==> src/rtl/config_pkg.sv <==
// Global configuration record shared across the core.
package config_pkg;

    typedef struct packed {
        int unsigned XLEN;
    } cfg_t;

    localparam cfg_t EmptyCfg = '{XLEN: 32};

endpackage

==> src/rtl/decode_pkg.sv <==
// Decoded micro-op as delivered by the issue queues.
package decode_pkg;

    typedef struct packed {
        logic        is_load;
        logic        is_store;
        logic [31:0] imm;
        logic [1:0]  lsu_size;
        logic        lsu_unsigned;
    } uop_t;

endpackage

==> src/rtl/lsu_pkg.sv <==
// Load/store execution unit types and byte-enable helpers.
package lsu_pkg;

    typedef enum logic [2:0] {
        IDLE,
        EXEC,
        DC_REQ,
        DC_WAIT,
        WB
    } lsu_state_e;

    typedef enum logic [1:0] {
        LSU_B = 2'd0,
        LSU_H = 2'd1,
        LSU_W = 2'd2
    } lsu_size_e;

    function automatic logic [3:0] size_mask(input lsu_size_e size);
        case (size)
            LSU_B:   return 4'b0001;
            LSU_H:   return 4'b0011;
            default: return 4'b1111;
        endcase
    endfunction

endpackage

==> src/rtl/lsu_align.sv <==
// Byte-lane alignment for stores and extract/extend for loads; purely combinational.
module lsu_align
    import lsu_pkg::*;
#(
    parameter int unsigned DATA_W = 32,
    parameter int unsigned BE_W   = DATA_W / 8,
    parameter int unsigned OFF_W  = $clog2(DATA_W / 8)
) (
    input  lsu_size_e         size_i,
    input  logic              is_unsigned_i,
    input  logic [OFF_W-1:0]  offset_i,
    input  logic [DATA_W-1:0] st_data_i,
    input  logic [DATA_W-1:0] ld_word_i,
    output logic [DATA_W-1:0] st_data_o,
    output logic [BE_W-1:0]   be_o,
    output logic [DATA_W-1:0] ld_result_o,
    output logic              misaligned_o
);

    logic [DATA_W-1:0] shifted;

    assign st_data_o = st_data_i << {offset_i, 3'b000};
    assign be_o      = BE_W'(size_mask(size_i)) << offset_i;
    assign shifted   = ld_word_i >> {offset_i, 3'b000};

    always_comb begin
        misaligned_o = 1'b0;
        ld_result_o  = shifted;
        case (size_i)
            LSU_B: begin
                ld_result_o = {{(DATA_W-8){shifted[7] & ~is_unsigned_i}}, shifted[7:0]};
            end
            LSU_H: begin
                misaligned_o = offset_i[0];
                ld_result_o  = {{(DATA_W-16){shifted[15] & ~is_unsigned_i}}, shifted[15:0]};
            end
            default: begin
                misaligned_o = (offset_i != '0);
            end
        endcase
    end

endmodule

==> src/rtl/lsu_exec_unit.sv <==
// Single-issue load/store execute stage: address generation, store-buffer fill,
// store-to-load forwarding, D-cache access and CDB writeback.
module lsu_exec_unit
    import lsu_pkg::*;
#(
    parameter config_pkg::cfg_t Cfg    = config_pkg::EmptyCfg,
    parameter int unsigned      DATA_W = Cfg.XLEN,
    parameter int unsigned      TAG_W  = 6,
    parameter int unsigned      SB_W   = 4
) (
    input  logic                 clk,
    input  logic                 rst_n,
    input  logic                 flush_i,
    input  logic                 lsu_en_i,
    input  decode_pkg::uop_t     lsu_uop_i,
    input  logic [DATA_W-1:0]    lsu_v1_i,
    input  logic [DATA_W-1:0]    lsu_v2_i,
    input  logic [TAG_W-1:0]     lsu_dst_i,
    input  logic [SB_W-1:0]      lsu_sb_id_i,
    output logic                 fu_ready_o,
    output logic                 sb_wr_en_o,
    output logic [SB_W-1:0]      sb_wr_id_o,
    output logic [DATA_W-1:0]    sb_wr_addr_o,
    output logic [DATA_W-1:0]    sb_wr_data_o,
    output logic [DATA_W/8-1:0]  sb_wr_be_o,
    output logic [DATA_W-1:0]    sb_q_addr_o,
    input  logic                 sb_q_hit_i,
    input  logic [DATA_W-1:0]    sb_q_data_i,
    input  logic                 sb_q_stall_i,
    output logic                 dc_req_valid_o,
    input  logic                 dc_req_ready_i,
    output logic [DATA_W-1:0]    dc_req_addr_o,
    input  logic                 dc_rsp_valid_i,
    input  logic [DATA_W-1:0]    dc_rsp_data_i,
    output logic                 wb_valid_o,
    input  logic                 wb_ready_i,
    output logic [TAG_W-1:0]     wb_tag_o,
    output logic [DATA_W-1:0]    wb_data_o,
    output logic                 wb_exc_o
);

    localparam int unsigned OFF_W = $clog2(DATA_W / 8);

    lsu_state_e        state_q;
    decode_pkg::uop_t  uop_q;
    logic [DATA_W-1:0] v1_q;
    logic [DATA_W-1:0] v2_q;
    logic [TAG_W-1:0]  dst_q;
    logic [SB_W-1:0]   sb_id_q;
    logic              drop_pending_q;

    logic [DATA_W-1:0]   addr;
    logic [DATA_W-1:0]   addr_aligned;
    logic [DATA_W-1:0]   st_data;
    logic [DATA_W/8-1:0] st_be;
    logic [DATA_W-1:0]   ld_word;
    logic [DATA_W-1:0]   ld_result;
    logic                misaligned;

    // Operand registers stay live until WB, so the address is recomputed rather than stored.
    assign addr         = v1_q + DATA_W'(signed'(uop_q.imm));
    assign addr_aligned = {addr[DATA_W-1:OFF_W], {OFF_W{1'b0}}};
    assign sb_q_addr_o  = addr;
    assign ld_word      = (state_q == EXEC) ? sb_q_data_i : dc_rsp_data_i;
    assign fu_ready_o   = (state_q == IDLE) && !drop_pending_q;

    lsu_align #(
        .DATA_W(DATA_W)
    ) u_align (
        .size_i        (lsu_size_e'(uop_q.lsu_size)),
        .is_unsigned_i (uop_q.lsu_unsigned),
        .offset_i      (addr[OFF_W-1:0]),
        .st_data_i     (v2_q),
        .ld_word_i     (ld_word),
        .st_data_o     (st_data),
        .be_o          (st_be),
        .ld_result_o   (ld_result),
        .misaligned_o  (misaligned)
    );

    always_ff @(posedge clk or negedge rst_n) begin
        if (!rst_n) begin
            state_q        <= IDLE;
            uop_q          <= '0;
            v1_q           <= '0;
            v2_q           <= '0;
            dst_q          <= '0;
            sb_id_q        <= '0;
            drop_pending_q <= 1'b0;
            sb_wr_en_o     <= 1'b0;
            sb_wr_id_o     <= '0;
            sb_wr_addr_o   <= '0;
            sb_wr_data_o   <= '0;
            sb_wr_be_o     <= '0;
            dc_req_valid_o <= 1'b0;
            dc_req_addr_o  <= '0;
            wb_valid_o     <= 1'b0;
            wb_tag_o       <= '0;
            wb_data_o      <= '0;
            wb_exc_o       <= 1'b0;
        end else begin
            sb_wr_en_o <= 1'b0;
            if (flush_i) begin
                state_q        <= IDLE;
                dc_req_valid_o <= 1'b0;
                wb_valid_o     <= 1'b0;
                // A request already accepted by the cache will still answer; swallow it.
                if ((state_q == DC_WAIT && !dc_rsp_valid_i) ||
                    (state_q == DC_REQ && dc_req_ready_i)) begin
                    drop_pending_q <= 1'b1;
                end else if (drop_pending_q && dc_rsp_valid_i) begin
                    drop_pending_q <= 1'b0;
                end
            end else begin
                if (drop_pending_q && dc_rsp_valid_i) begin
                    drop_pending_q <= 1'b0;
                end
                case (state_q)
                    IDLE: begin
                        if (lsu_en_i && fu_ready_o) begin
                            uop_q   <= lsu_uop_i;
                            v1_q    <= lsu_v1_i;
                            v2_q    <= lsu_v2_i;
                            dst_q   <= lsu_dst_i;
                            sb_id_q <= lsu_sb_id_i;
                            state_q <= EXEC;
                        end
                    end
                    EXEC: begin
                        if (misaligned) begin
                            wb_valid_o <= 1'b1;
                            wb_tag_o   <= dst_q;
                            wb_data_o  <= '0;
                            wb_exc_o   <= 1'b1;
                            state_q    <= WB;
                        end else if (uop_q.is_store) begin
                            sb_wr_en_o   <= 1'b1;
                            sb_wr_id_o   <= sb_id_q;
                            sb_wr_addr_o <= addr_aligned;
                            sb_wr_data_o <= st_data;
                            sb_wr_be_o   <= st_be;
                            wb_valid_o   <= 1'b1;
                            wb_tag_o     <= dst_q;
                            wb_data_o    <= '0;
                            wb_exc_o     <= 1'b0;
                            state_q      <= WB;
                        end else if (uop_q.is_load) begin
                            if (sb_q_stall_i) begin
                                state_q <= EXEC;
                            end else if (sb_q_hit_i) begin
                                wb_valid_o <= 1'b1;
                                wb_tag_o   <= dst_q;
                                wb_data_o  <= ld_result;
                                wb_exc_o   <= 1'b0;
                                state_q    <= WB;
                            end else begin
                                dc_req_valid_o <= 1'b1;
                                dc_req_addr_o  <= addr_aligned;
                                state_q        <= DC_REQ;
                            end
                        end else begin
                            wb_valid_o <= 1'b1;
                            wb_tag_o   <= dst_q;
                            wb_data_o  <= '0;
                            wb_exc_o   <= 1'b0;
                            state_q    <= WB;
                        end
                    end
                    DC_REQ: begin
                        if (dc_req_ready_i) begin
                            dc_req_valid_o <= 1'b0;
                            state_q        <= DC_WAIT;
                        end
                    end
                    DC_WAIT: begin
                        if (dc_rsp_valid_i) begin
                            wb_valid_o <= 1'b1;
                            wb_tag_o   <= dst_q;
                            wb_data_o  <= ld_result;
                            wb_exc_o   <= 1'b0;
                            state_q    <= WB;
                        end
                    end
                    WB: begin
                        if (wb_ready_i) begin
                            wb_valid_o <= 1'b0;
                            state_q    <= IDLE;
                        end
                    end
                    default: state_q <= IDLE;
                endcase
            end
        end
    end

endmodule

==> config.mk <==
export PLATFORM = sky130hd
export DESIGN_NAME = lsu_exec_unit
export DESIGN_NICKNAME = d
export VERILOG_FILES = /design/src/rtl/config_pkg.sv /design/src/rtl/decode_pkg.sv /design/src/rtl/lsu_pkg.sv /design/src/rtl/lsu_align.sv /design/src/rtl/lsu_exec_unit.sv
export SDC_FILE = /design/constraint.sdc
export NUM_CORES = 1
export LEC_CHECK = 0
export BUFFER_PORTS_ARGS = -buffer_cell sky130_fd_sc_hd__buf_2
export CORE_MARGIN = 3
export CORE_UTILIZATION = 50
export CTS_CLUSTER_DIAMETER = 30
export CTS_CLUSTER_SIZE = 14
export DETAILED_ROUTE_END_ITERATION = 8
export PLACE_DENSITY = 0.76
export SETUP_SLACK_MARGIN = 0.02
export SLEW_MARGIN = 20
export SYNTH_ARGS = -nofsm -noshare
export SYNTH_HDL_FRONTEND = slang
export SYNTH_SLANG_ARGS = --single-unit
==> constraint.sdc <==
create_clock -name clk -period 6.4 [get_ports clk]
set_input_delay 1.28 -clock clk [delete_from_list [all_inputs] [get_ports clk]]
set_output_delay 1.28 -clock clk [all_outputs]
set_load 0.01 [all_outputs]
==> results of run 1 <==
worst max-delay path: cells and delay by family (launching register included):
| kind | cells | cell delay (ns) |
|---|---|---|
| DFF | 1 | 0.38 |
| and+or+nand+nor | 3 | 1.12 |
| AOI/OAI and AO/OA | 3 | 1.14 |
| adders and majority gates | 1 | 0.39 |
| buffers and inverters | 1 | 0.25 |
flip-flops by register name (all words and copies together) (netlist names):
register	cells
sb_wr_en_o	1
v1_q	32
sb_wr_be_o	4
v2_q	32
state_q	3
wb_valid_o	1
wb_tag_o	6
drop_pending_q	1
uop_q	37
dc_req_valid_o	1
sb_wr_addr_o	30
wb_data_o	32
sb_id_q	4
wb_exc_o	1
sb_wr_id_o	4
dst_q	6
dc_req_addr_o	30
sb_wr_data_o	32
synth_stat cells (all sizes together), types with 10 or more instances:
| library cell | instances | area, um^2 |
|---|---|---|
| xnor2 | 11 | 96.3 |
| nor2 | 40 | 150 |
| o31ai | 14 | 105 |
| buf | 17 | 103 |
| a221o | 18 | 180 |
| dfrtp | 257 | 6430 |
| and3 | 11 | 68.8 |
| mux2 | 132 | 1490 |
| o21ai | 99 | 495 |
| a21o | 15 | 113 |
| nand3 | 29 | 145 |
| and2 | 10 | 62.6 |
| nand4 | 10 | 62.6 |
| ha | 31 | 388 |
| mux2i | 55 | 551 |
| nor2b | 27 | 169 |
| inv | 47 | 176 |
| clkbuf | 64 | 240 |
| nand2 | 131 | 492 |
| a211oi | 35 | 263 |
| a21oi | 71 | 355 |
| xor2 | 14 | 123 |
layout make-up:
class | count | area (um^2) | share of cell area
sequential | 257 | 6430 | 0.374
multi-input combinational | 853 | 6160 | 0.359
timing repair buffer | 367 | 1880 | 0.110
clock buffer | 74 | 1600 | 0.0933
clock inverter | 36 | 493 | 0.0287
tap | 330 | 413 | 0.0240
inverter | 47 | 176 | 0.0103
antenna | 9 | 22.5 | 0.00131
logic make-up (layout without fill, tap and decap cells):
group / count (synthesis) / in the layout / share of synthesized area
buffers and inverters: 128 / 524 / 0.0398
XOR/XNOR: 25 / 25 / 0.0168
AO/OA/AOI/OAI: 314 / 314 / 0.154
AND/OR/NAND/NOR: 290 / 290 / 0.107
adder cells (fa/ha/maj): 32 / 32 / 0.0313
flip-flops: 257 / 257 / 0.493
multiplexers: 188 / 188 / 0.158
other: 1 / 13 / 0.000288
path summary, 6_finish.rpt:
path / cells past startpoint / endpoint / slack [ns]
worst max-delay path: 8 / sb_q_addr_o[25] / 1.29
worst min-delay path: 2 / sb_wr_data_o[3] / 0.46
worst max register to register: 10 / sb_wr_addr_o[20] / 2.60
worst min register to register: 2 / sb_wr_data_o[3] / 0.46
max in group asynchronous: 2 / uop_q[25] / 4.30
min in group asynchronous: 1 / dst_q[0] / 0.81
layer usage:
metal  vias up  share of wire  global-route usage
met5         -        0.00034                   0
met4         2          0.045               0.109
met2       529           0.48               0.434
met1      5432           0.41               0.351
li1       5170              -                   -
met3       118          0.068              0.0482
stage by stage:
step | instance area [um^2] | hold slack [ns] | setup WS [ns] | utilization
floorplan | 13100 | 0.433 | 2.75 | -
global placement | 15100 | 0.444 | 2.22 | 0.593
detailed placement | 15100 | 0.451 | 2.12 | 0.593
CTS | 17200 | 0.460 | 1.44 | 0.675
global route | 17200 | 0.478 | 1.17 | 0.676
finish | 17200 | 0.459 | 1.29 | 0.676
power by group through the flow:
stage / Clock, mW / Sequential [mW] / Combinational, mW
2_1_floorplan: 0 / 2.60 / 2.45
3_3_place_gp: 0 / 2.48 / 3.91
3_5_place_dp: 0 / 2.51 / 3.98
4_1_cts: 3.13 / 2.50 / 4.03
5_1_grt: 3.23 / 2.57 / 4.43
6_report: 3.10 / 2.50 / 4.04
==> impl_metrics.tcl, run 1 <==
set metrics [dict create \
    status "finished clean" \
    clock-sinks 257 \
    dp_cells 1854 \
    area_delta_synth_final_pct 31.8 \
    power.share.clock 0.321 \
    gr-total-overflow 0 \
    root_buffer "clkbuf_16" \
    path_clk_slew_ns 0.05 \
    p_int_mw 5.89 \
    cts_setup_buffers 0 \
    cp_cell_sequence "ha_1 -> a21oi_1 -> a21boi_1 -> a311oi_1 -> nand3_1 -> and3_1 -> nor4_1 -> buf_2" \
    cp.arrival_ns 3.83 \
    fin_crit_sh 0.798 \
    seq_area_frac_synth 0.493 \
    worst_setup_path_end_kind "primary output" \
    drv_cap 0 \
    die_y_um 167 \
    layout_commonest_cell "buf_2" \
    ir_drop_uv 352 \
    cts_tree "yes" \
    vias_per_cell 5.70 \
    synth-edff-count 0 \
    clock_skew_ns 0.0134 \
    yosysWarnings 0 \
    path_max_fanout 6 \
    critPathMaxStageDelay_ns 0.61 \
    port_buffers 358 \
    layout-drive-gt1-share 0.353 \
    worst-setup-path-type "flop to primary output" \
    setup_violations 0 \
    antenna_found_initial 10 \
    grt_start_max_net_pins 130 \
    drt_iter0_markers 967 \
    clockBufferDepth 3 \
    grt_setup_unrepaired "false" \
    power.switching_mw 3.76 \
    total_power_mw 9.65 \
    seq_power_share 0.260 \
    start_kind "flop" \
    regToRegStartpoint "uop_q[3]" \
    cts_max_level 2 \
    max_freq_mhz 196 \
    final_cell_mix "buf_2 (357), dfrtp_1 (257), nand2_1 (131), mux2_2 (94), a21oi_1 (71)" \
    critPathLaunch "uop_q[14]" \
    vias 11251 \
    start_util 0.513 \
    ios 363 \
    cts_resized 0 \
    post-route-min-period_ns 5.11 \
    powerDensity_nw_per_um2 562 \
    cp_slowest_cell "a311oi_1" \
    antenna_left 0 \
    synthCells 1235 \
    swShare 0.389 \
    synth-main-ff-cell "dfrtp_1" \
    grt_pass1_wl_mm 61.1 \
    cp.required_ns 5.12 \
    grt_pass1_vias 11201 \
    relSlewSlack 0.319 \
    hold_violations 0 \
    wl_mm 38.5 \
    async_flop_share 1.00 \
    die_area_um2 28100 \
    std_cell_rows 58 \
    drtPass1Iterations 5 \
    comb_power_share 0.419 \
    core_area_um2 25400 \
    final-max-slew-violation-count 0 \
    drc 0 \
    tightest_slew_ns 1.02 \
    p_leak_nw 8.55 \
    routabilityCongestion 0.923 \
    ys_ff_latch 257 \
    wl_per_cell_um 19.5 \
    cts_buffers 58 \
    ys_types 67 \
    finalSetupTns_ns 0 \
    fillers 1929 \
    nNetsFinal 1800 \
    hpwl_mm 26.8 \
    hp-class "flop to flop" \
    grt_use_total 0.265 \
    min-delay-start "sb_wr_data_o[3]" \
    die_x_um 167 \
    insertion_delay_ns 0.56 \
    instances_no_fill 1973 \
    holdBufCountCts 0 \
    avgSynthCellArea_um2 10.6 \
    syn-cell-area_um2 13000 \
]
Power figures use the tool's default switching activity.
==> run 2: changes to the inputs <==
clock period = 5.3 ns   (was 6.4 ns; I/O delays follow)
==> impl_metrics.tcl, run 2 (synthesis results as in run 1) <==
set metrics [dict create \
    status "finished clean" \
    std_cell_rows 58 \
    clock_skew_ns 0.0101 \
    crit_buf_inv 1 \
    core_area_um2 25400 \
    antenna_found_initial 8 \
    drv_cap 0 \
    regMostFlops "uop_q" \
    cts_max_level 2 \
    area_delta_synth_final_pct 31.1 \
    cts_setup_buffers 0 \
    critPathMaxStageDelay_ns 0.54 \
    max_freq_mhz 214 \
    relSlewSlack 0.366 \
    hold_violations 0 \
    fin_util 0.673 \
    drc 0 \
    antenna_left 0 \
    cp.required_ns 4.24 \
    routabilityCongestion 0.915 \
    critPathTopFamily "compound AO/OA/AOI/OAI gates" \
    cts_resized 0 \
    final-max-slew-violation-count 0 \
    gr-total-overflow 0 \
    nNetsFinal 1798 \
    hpwl_mm 27.2 \
    ios 363 \
    cp_cell_sequence "ha_1 -> a21oi_1 -> a21boi_1 -> a311oi_1 -> nand3_1 -> and3_1 -> nor4_1 -> buf_2" \
    hp-class "flop to flop" \
    wl_per_cell_um 19.6 \
    cts_buffers 54 \
    cp.arrival_ns 3.62 \
    start_kind "flop" \
    ir_drop_uv 389 \
    worst-setup-path-type "flop to primary output" \
    cp_slowest_cell "a311oi_1" \
    drt_iter0_markers 975 \
    wl_mm 38.5 \
    setup_violations 0 \
    start_util 0.513 \
    path_clk_slew_ns 0.05 \
    post-route-min-period_ns 4.68 \
    insertion_delay_ns 0.54 \
    grt_pass1_wl_mm 61.3 \
    root_buffer "clkbuf_16" \
    die_x_um 167 \
    grt_use_total 0.266 \
    die_y_um 167 \
    fin_crit_sh 0.884 \
    layout_commonest_cell "buf_2" \
    path_max_fanout 6 \
    p_leak_nw 8.52 \
    grt_pass1_vias 11331 \
    vias_per_cell 5.77 \
    design_area_um2 17100 \
    largest_register_ffs 37 \
    cts_tree "yes" \
    grt_start_max_net_pins 94 \
    final_cell_mix "buf_2 (357), dfrtp_1 (257), nand2_1 (131), mux2_2 (94), a21oi_1 (71)" \
    layout-drive-gt1-share 0.350 \
    finalSetupTns_ns 0 \
    grt_setup_unrepaired "false" \
    post_dp_cell_area_um2 15100 \
    port_buffers 358 \
    clockBufferDepth 3 \
    clock-sinks 257 \
    vias 11331 \
    die_area_um2 28100 \
    powerDensity_nw_per_um2 677 \
    tightest_slew_ns 0.951 \
    holdBufCountCts 0 \
    drtPass1Iterations 5 \
    worst_setup_path_end_kind "primary output" \
]
==> run 2: changes by cell type in the layout (fill, tap and decap cells not counted), moves of 2 or more <==
cell	delta
bufinv_16	+3
clkinv_2	-3
buf_4	+2
clkinvlp_4	-3
diode_2	-3
clkbuf_16	-5
==> run 2: worst reg2reg max path: stages (launching register included) <==
cell	delay, ns
dfrtp_1	0.40
ha_4	0.18
fa_2	0.54
buf_4	0.56
nor2b_1	0.25
buf_4	0.28
a2bb2oi_1	0.14
mux2_2	0.30
nor4_4	0.78
a221o_1	0.24
==> run 2: worst paths after layout <==
path                                  from              end  slack (ns)  cells past startpoint
max in group asynchronous            rst_n          v2_q[5]        3.65                      2
hold / removal             sb_wr_data_o[7]  sb_wr_data_o[7]        0.46                      2
min in group asynchronous            rst_n      wb_tag_o[0]        0.50                      1
setup reg to reg                  uop_q[3]    wb_data_o[26]        1.58                      9
hold reg to reg            sb_wr_data_o[7]  sb_wr_data_o[7]        0.46                      2
setup / recovery                 uop_q[14]  sb_q_addr_o[25]        0.62                      8
==> run 2: metal layers <==
metal  global-route usage  up-vias  part of all wire
met5                    0        -           0.00042
met4                0.115        4             0.042
met3               0.0467      114             0.074
met2                0.438      567              0.48
met1                0.349     5481              0.40
li1                     -     5165                 -
==> run 2: power breakdown <==
part	total, mW	switching, mW	internal (mW)
Clock	3.63	1.07	2.56
Combinational	4.91	2.99	1.92
Sequential	3.03	0.408	2.62
==> run 2: layout make-up <==
| type | count | area, um^2 |
|---|---|---|
| Fill cell | 1961 | 8310 |
| Tap cell | 330 | 413 |
| Inverter | 47 | 176 |
| Multi-Input combinational cell | 853 | 6160 |
| Timing Repair Buffer | 369 | 1900 |
| Sequential cell | 257 | 6430 |
| Clock buffer | 69 | 1490 |
| Clock inverter | 32 | 512 |
| Antenna cell | 6 | 15.0 |
==> run 2: metrics by stage <==
| stage | power, mW | std cells | hold slack (ns) | worst slack (ns) |
|---|---|---|---|---|
| global route | 12.3 | 1963 | 0.492 | 0.391 |
| detailed placement | 7.88 | 1856 | 0.451 | 1.29 |
| CTS | 11.6 | 1957 | 0.462 | 0.705 |
| global placement | 7.73 | 1856 | 0.443 | 1.38 |
| floorplan | 6.10 | 1238 | 0.433 | 1.87 |
| finish | 11.6 | 1963 | 0.465 | 0.617 |
